$ cat src/rtl/pe_sequencer_pkg.sv
// Shared CNN types for the PE_top packet interface, plus the PE sequencer FSM encoding.
package pe_sequencer_pkg;

  localparam int LANES = 4;
  localparam int DW    = 8;

  typedef enum logic [1:0] {
    INVALID = 2'd0,
    VALID   = 2'd1,
    CNN_FIN = 2'd2
  } PE_STATE;

  typedef struct packed {
    PE_STATE                    PE_state;
    logic [LANES-1:0][DW-1:0]   A;
    logic [DW-1:0]              wrb_data;
    logic [3:0]                 wrb_addr;
    logic [LANES-1:0]           wrb;
    logic [3:0]                 rdb_addr;
  } PE_IN_PACKET;

  typedef struct packed {
    PE_STATE       PE_state;
    logic [DW-1:0] data;
  } PE_OUT_PACKET;

  typedef enum logic [2:0] {
    IDLE,
    LOAD,
    RUN,
    WAIT_RES,
    HOLD_RES
  } pe_seq_state_t;

endpackage

$ cat src/rtl/pe_sequencer.sv
// Drives one PE_top: optional weight load, one kernel window of activations tagged
// CNN_FIN on the last tap, then captures the PE result for an upstream valid/ready port.
module pe_sequencer
  import pe_sequencer_pkg::*;
#(
  parameter int NTAP        = 9,
  parameter int RES_TIMEOUT = 64
) (
  input  logic                     clk,
  input  logic                     reset,
  input  logic                     start,
  input  logic                     load_wt,
  input  logic [LANES-1:0]         wt_lane_mask,
  input  logic                     wt_valid,
  input  logic [DW-1:0]            wt_data,
  output logic                     wt_ready,
  input  logic                     act_valid,
  input  logic [LANES-1:0][DW-1:0] act_data,
  output logic                     act_ready,
  output PE_IN_PACKET              pe_in_pk,
  input  PE_OUT_PACKET             pe_out_pk,
  output logic                     res_valid,
  output logic [DW-1:0]            res_data,
  input  logic                     res_ready,
  output logic                     busy,
  output logic                     err_timeout
);

  localparam int         TW       = (RES_TIMEOUT > 1) ? $clog2(RES_TIMEOUT) : 1;
  localparam logic [3:0] LAST_TAP = 4'(NTAP - 1);
  localparam logic [TW-1:0] TO_LAST = TW'(RES_TIMEOUT - 1);

  pe_seq_state_t    state, state_nxt;
  logic [3:0]       tap;
  logic [TW-1:0]    to_cnt;
  logic [LANES-1:0] mask;
  logic             last_tap;
  logic             pe_fin;

  assign last_tap = (tap == LAST_TAP);
  assign pe_fin   = (pe_out_pk.PE_state == CNN_FIN);

  always_ff @(posedge clk) begin
    // NOTE: sequential state uses non-blocking assignments so every flop samples pre-edge values.
    if (reset) state <= IDLE;
    else       state <= state_nxt;
  end

  always_comb begin
    // NOTE: every output of this block gets a default first, so no path can infer a latch.
    state_nxt = state;
    wt_ready  = 1'b0;
    act_ready = 1'b0;
    case (state)
      IDLE:     if (start) state_nxt = load_wt ? LOAD : RUN;
      LOAD: begin
        wt_ready = 1'b1;
        if (wt_valid && last_tap) state_nxt = RUN;
      end
      RUN: begin
        act_ready = 1'b1;
        if (act_valid && last_tap) state_nxt = WAIT_RES;
      end
      WAIT_RES: begin
        if (pe_fin)                 state_nxt = HOLD_RES;
        else if (to_cnt == TO_LAST) state_nxt = IDLE;
      end
      HOLD_RES: if (res_ready) state_nxt = IDLE;
      default:  state_nxt = IDLE;
    endcase
  end

  assign busy      = (state != IDLE);
  assign res_valid = (state == HOLD_RES);

  // Strobe-like packet fields (wrb, PE_state) default to idle each cycle; payload fields hold.
  always_ff @(posedge clk) begin
    if (reset) begin
      pe_in_pk    <= '0;
      tap         <= '0;
      to_cnt      <= '0;
      mask        <= '0;
      res_data    <= '0;
      err_timeout <= 1'b0;
    end else begin
      pe_in_pk.wrb      <= '0;
      pe_in_pk.PE_state <= INVALID;
      case (state)
        IDLE: begin
          if (start) begin
            mask        <= wt_lane_mask;
            err_timeout <= 1'b0;
            tap         <= '0;
          end
        end
        LOAD: begin
          if (wt_valid) begin
            pe_in_pk.wrb      <= mask;
            pe_in_pk.wrb_data <= wt_data;
            pe_in_pk.wrb_addr <= tap;
            tap               <= last_tap ? 4'd0 : tap + 4'd1;
          end
        end
        RUN: begin
          if (act_valid) begin
            pe_in_pk.A        <= act_data;
            pe_in_pk.rdb_addr <= tap;
            pe_in_pk.PE_state <= last_tap ? CNN_FIN : VALID;
            tap               <= last_tap ? 4'd0 : tap + 4'd1;
            if (last_tap) to_cnt <= '0;
          end
        end
        WAIT_RES: begin
          if (pe_fin)                 res_data    <= pe_out_pk.data;
          else if (to_cnt == TO_LAST) err_timeout <= 1'b1;
          else                        to_cnt      <= to_cnt + TW'(1);
        end
        default: ;
      endcase
    end
  end

endmodule

$ cat config.mk
export PLATFORM = sky130hd
export DESIGN_NAME = pe_sequencer
export DESIGN_NICKNAME = d
export VERILOG_FILES = /design/src/rtl/pe_sequencer_pkg.sv /design/src/rtl/pe_sequencer.sv
export SDC_FILE = /design/constraint.sdc
export NUM_CORES = 1
export LEC_CHECK = 0
export ABC_AREA = 1
export CORE_MARGIN = 2
export CORE_UTILIZATION = 39
export CTS_CLUSTER_SIZE = 14
export DETAILED_ROUTE_END_ITERATION = 8
export GPL_ROUTABILITY_DRIVEN = 0
export HOLD_SLACK_MARGIN = 0.1
export PLACE_DENSITY = 0.76
export SLEW_MARGIN = 20
export SYNTH_ARGS = -nofsm -noshare
export SYNTH_HDL_FRONTEND = slang
export SYNTH_SLANG_ARGS = --single-unit
$ cat constraint.sdc
create_clock -name clk -period 1.25 [get_ports clk]
set_clock_uncertainty 0.05 [all_clocks]
set_input_delay 0.375 -clock clk [delete_from_list [all_inputs] [get_ports clk]]
set_output_delay 0.375 -clock clk [all_outputs]
set_load 0.02 [all_outputs]
Word-level counts from Yosys, hierarchy flattened
Index checks and enable logic that the tools add are counted.
{ "word_totals": {"reg_bits": 80, "in_bits": 61, "output_inout_bits": 67} }
{ "op_classes": {"n_addsub": 2, "mux": 25, "eq_ne": 18, "reduce_logical": 17, "bitwise_logic": 4} }
{ "op_table": {"columns": ["op", "n"], "rows": [
  ["6-bit 2-to-1 mux", 4],
  ["3-bit 2-to-1 mux", 6],
  ["2-bit != test (second input constant)", 9],
  ["4-bit 2-to-1 mux", 4],
  ["3-bit case mux with 5 select lines", 1],
  ["4-bit case mux with 3 select lines", 1],
  ["6-bit case mux with 2 select lines", 1],
  ["5-bit AND reduction", 2],
  ["2-bit AND reduction", 4],
  ["4-bit AND reduction", 2],
  ["6-bit by 1-bit adder with 6-bit output (second input constant)", 1],
  ["3-bit by 2-bit equality test with 1-bit output (second input constant)", 2],
  ["6-bit equality test (second input constant)", 1],
  ["3-bit nonzero test", 2],
  ["3-bit OR reduction", 2],
  ["1-bit 2-to-1 mux", 5],
  ["4-bit by 1-bit adder with 4-bit output (second input constant)", 1],
  ["4-bit equality test (second input constant)", 1],
  ["2-bit 2-to-1 mux", 2],
  ["1-bit inverter", 4],
  ["2-bit nonzero test", 2],
  ["3-bit by 1-bit equality test with 1-bit output (second input constant)", 1],
  ["3-bit equality test (second input constant)", 1],
  ["3-bit logical NOT", 1],
  ["5 further kinds", 6]
]} }

Logic depth before layout (Yosys ltp)
{ "depth": {"word_depth": 4, "ltp_mapped": 9, "depth_no_buf": 9} }

Worst setup path before layout
OpenSTA, ideal clock, no wires.
{ "synth_timing": {"kind": "reg2reg", "start": "register state[0]", "end": "register state[1]", "period_less_slack_ns": 1.587, "setup_ns": 0.113, "t_arrival_ns": 1.424, "required_time_ns": 1.087, "path_slack_ns": -0.337, "stages_incl_launch_ff": 9, "path_cell_list": "dfxtp_1 -> buf_4 -> inv_2 -> nor3_1 -> nand2_1 -> nand3_1 -> nor2_1 -> nor2_1 -> nor2_1"} }
{ "synth_via": {"elab_chain_len": 3, "word_cells_on_any_way": 12} }
{ "synth_lines": {"columns": ["item", "line_no", "rtl"], "rows": [
  ["start: declaration", "pe_sequencer.sv:33", "pe_seq_state_t state, state_nxt;"],
  ["start signal: assignment", "pe_sequencer.sv:46", "else state <= state_nxt;"],
  ["3-bit by 2-bit equality test with 1-bit output (tied with other cells)", "pe_sequencer.sv:54", "case (state)"],
  ["3-bit != test (no source line) (tied with other cells)", null, null],
  ["5-bit AND reduction (no source line)", null, null]
]} }
Several ways; a longest one is shown, not always the timed one.
A chain may end at the register's enable or synchronous reset.

Worst setup path in the final report
{ "layout_timing": {"start": "register state[1]", "end": "register to_cnt[5]"} }
{ "layout_via": {"elab_chain_len": 3, "word_cells_on_any_way": 9} }
{ "layout_lines": {"columns": ["item", "line_no", "rtl"], "rows": [
  ["3-bit by 2-bit equality test with 1-bit output", "pe_sequencer.sv:88", "case (state)"],
  ["2-bit != test (no source line) / 2-bit nonzero test (equally long branches)", null, null],
  ["5-bit AND reduction (no source line)", null, null],
  ["end signal: assignment", "pe_sequencer.sv:116", "else to_cnt <= to_cnt + TW'(1);"],
  ["end: declaration", "pe_sequencer.sv:35", "logic [TW-1:0] to_cnt;"]
]} }
Several ways; a longest one is shown, not always the timed one.

==> impl_metrics.toml <==
[floorplan]
io_pins = 128
core_mm2 = 0.00781
die_h_um = 94.4
fp.dieArea_mm2 = 0.00891
die_w_um = 94.4
fp-row-count = 32
start_util_pct = 40.8

[placed_design]
place_area_mm2 = 0.00503
place_hpwl_mm = 6.73
dpl.cell_count = 683
pre_cts_ws_ps = -505
io_buffers = 127

[drt]
drtIter0Drc = 385
wl_mm = 16.7
routedWlPerCell_um = 22.0
post-route-drc-count = 0
dr.pass1.iters = 5
routed-via-count = 4315
viasPerCell = 5.69
ant_nets = 0

[clock_tree]
cts_buffer_depth = 2
clock_latency_ps = 360
clk_pin_slew_ps = 90
cts-root-buf = "clkbuf_8"
cts.sinks = 80
cts_tree = "yes"
h-tree-depth = 3
numCtsBuffers = 9
cts_hold_buf = 0

[yosys]
synth_area_mm2 = 0.00319
synth_top_cell_by_area = "dfxtp_1"
synth_nets = 489
ys_seq_area_share_pct = 50.2
synth.area.top_cells = "dfxtp_1, nor2_1, o21ai_0"
synth-seq-cells = 80
syn_inst = 425
ys_types = 27
yosysTopAreaCellShare_pct = 50.2
post_synth.cell_area_avg_um2 = 7.50
yosysWarnings = 0

[worst_setup_path]
critPathMaxFanout = 6
r2r_start = "state[1]"
path_class = "flop to flop"
cp.required_ps = 1500
r2r_slack_ps = -430
critPathCaptureType = "flop"
reg2regPathDepth = 10
critPathLaunchType = "flop"
cp-startpoint = "state[1]"
arrival_ps = 1920
regToRegEndpoint = "to_cnt[5]"
crit_end = "to_cnt[5]"

[cells_and_area]
finalNetCount = 715
post-route-util_pct = 87.3
fill_cells = 324
drive_gt1_share_pct = 62.2
final_common_cell = "buf_6"
design_area_mm2 = 0.00682
final-seq-area_mm2 = 0.00172
multi_input_area_mm2 = 0.00209
final_cell_mix = "buf_6, nor2_1, buf_4, clkdlybuf4s50_1, dfxtp_2"
final_cell_count_no_fill = 759
syn2layout_area_growth_pct = 114

[power_and_ir_drop]
leakage_nw = 2.90
power_density_mw_per_mm2 = 1750
vdd_drop_max_uv = 1200

[timing]
setup_tns_ps = -22290
fin_crit_sh_pct = 134
worstMarginPinSlew_ps = 315
slew_headroom_pct = 78.9
setup_viol = 119
finalHoldViolations = 0
fmax_ghz = 0.597
fin_crit_ps = 1680
rsz0062_at_grt = "yes"
worst_slack_ps = -425
report.final.slew_viol_count = 0

[hold_path]
holdCritPathClass = "flop to flop"

[global_route]
grt_pass1_vias = 3917
grt_max_degree = 48
antenna_found_initial = 0
globalRouteTotalUtil_pct = 28.9
grt_pass1_wl_mm = 19.5
grt_overflow = 0

[outcome]
status = "complete, but fails checks"
violations = "setup timing"

[run]
drv_cap = 0
## how the worst min path moves through the flow
stage / from / end / slack (ps) / cells past startpoint
floorplan: mask[0] / pe_in_pk[4] / 370 / 2
global placement: mask[0] / pe_in_pk[4] / 380 / 2
detailed placement: mask[2] / pe_in_pk[6] / 380 / 2
CTS: mask[2] / pe_in_pk[6] / 390 / 2
global route: mask[2] / pe_in_pk[6] / 420 / 2
finish: mask[2] / pe_in_pk[6] / 410 / 2
## sequential cells by signal, indices dropped and copies added, names as in the netlist
| register | count |
|---|---|
| pe_in_pk | 54 |
| res_data | 8 |
| mask | 4 |
| state | 3 |
| err_timeout | 1 |
| tap | 4 |
| to_cnt | 6 |
## final cells by class
class / count / area share [%]
timing repair buffer: 233 / 37.0
multi-input combinational: 298 / 30.6
sequential: 80 / 25.3
inverter: 29 / 2.15
tap: 102 / 1.87
clock buffer: 9 / 1.82
clock inverter: 7 / 1.17
antenna: 1 / 0.0367
## cell families (layout without fill, tap and decap cells)
| kind of cell | count (synthesis) | count (layout) | share of synthesized area, % |
|---|---|---|---|
| other | 0 | 1 | 0 |
| XOR/XNOR | 1 | 1 | 0.275 |
| AO/OA/AOI/OAI | 90 | 90 | 14.3 |
| adder cells (fa/ha/maj) | 3 | 3 | 1.18 |
| AND/OR/NAND/NOR | 203 | 204 | 27.5 |
| flip-flops | 80 | 80 | 50.2 |
| buffers and inverters | 48 | 278 | 6.48 |
## power by group
part / switching [W] / leakage, nW / internal (W)
registers: 0.000439 / 0.687 / 0.00310
clock network: 0.00111 / 0.102 / 0.000949
logic: 0.00325 / 2.11 / 0.00306
total: 0.00480 / 2.90 / 0.00710
## cells in the mapped netlist
cell type,count
nor2_1,129
dfxtp_1,80
o21ai_0,58
nand2_1,38
inv_1,26
a21oi_1,22
nand3_1,13
clkbuf_1,9
nand4_1,7
o21ai_1,7
buf_2,6
nor3_1,4
buf_4,3
ha_1,3
inv_2,3
nor2_2,3
a31oi_1,2
nand2_2,2
nand2_4,2
a21oi_2,1
buf_6,1
nand3_4,1
nand3b_2,1
nor2_4,1
nor2_8,1
nor3b_1,1
xor2_1,1
## routing by layer
layer | vias up | part of all wire, % | track usage, %
met5 | - | 0 | 0
met4 | 0 | 7.0 | 14.1
met3 | 112 | 7.5 | 6.15
met2 | 293 | 50 | 49.5
met1 | 2075 | 35 | 34.3
li1 | 1835 | - | -
## timing repair
item,CTS,global route
gates resized for setup,578,138
cloned,9,1
pin swaps,49,41
setup endpoints to repair,147,140
setup buffers,23,32
## metrics by stage
step | hold slack [ps] | total power, W
6_report | 407 | 0.0119
5_1_grt | 416 | 0.0123
4_1_cts | 392 | 0.0106
3_5_place_dp | 382 | 0.00708
3_3_place_gp | 382 | 0.00699
2_1_floorplan | 366 | 0.00537
## worst max-delay path, cell delays in order, from the launching register on
cell and delay, ps:
dfxtp_4 450, buf_6 130, buf_6 100, nand2_4 50
nor2_4 190, buf_6 130, buf_4 120, nand2_1 90
inv_1 80, o21ai_1 80, nor2_1 150
(Power assumes the default switching activity.)
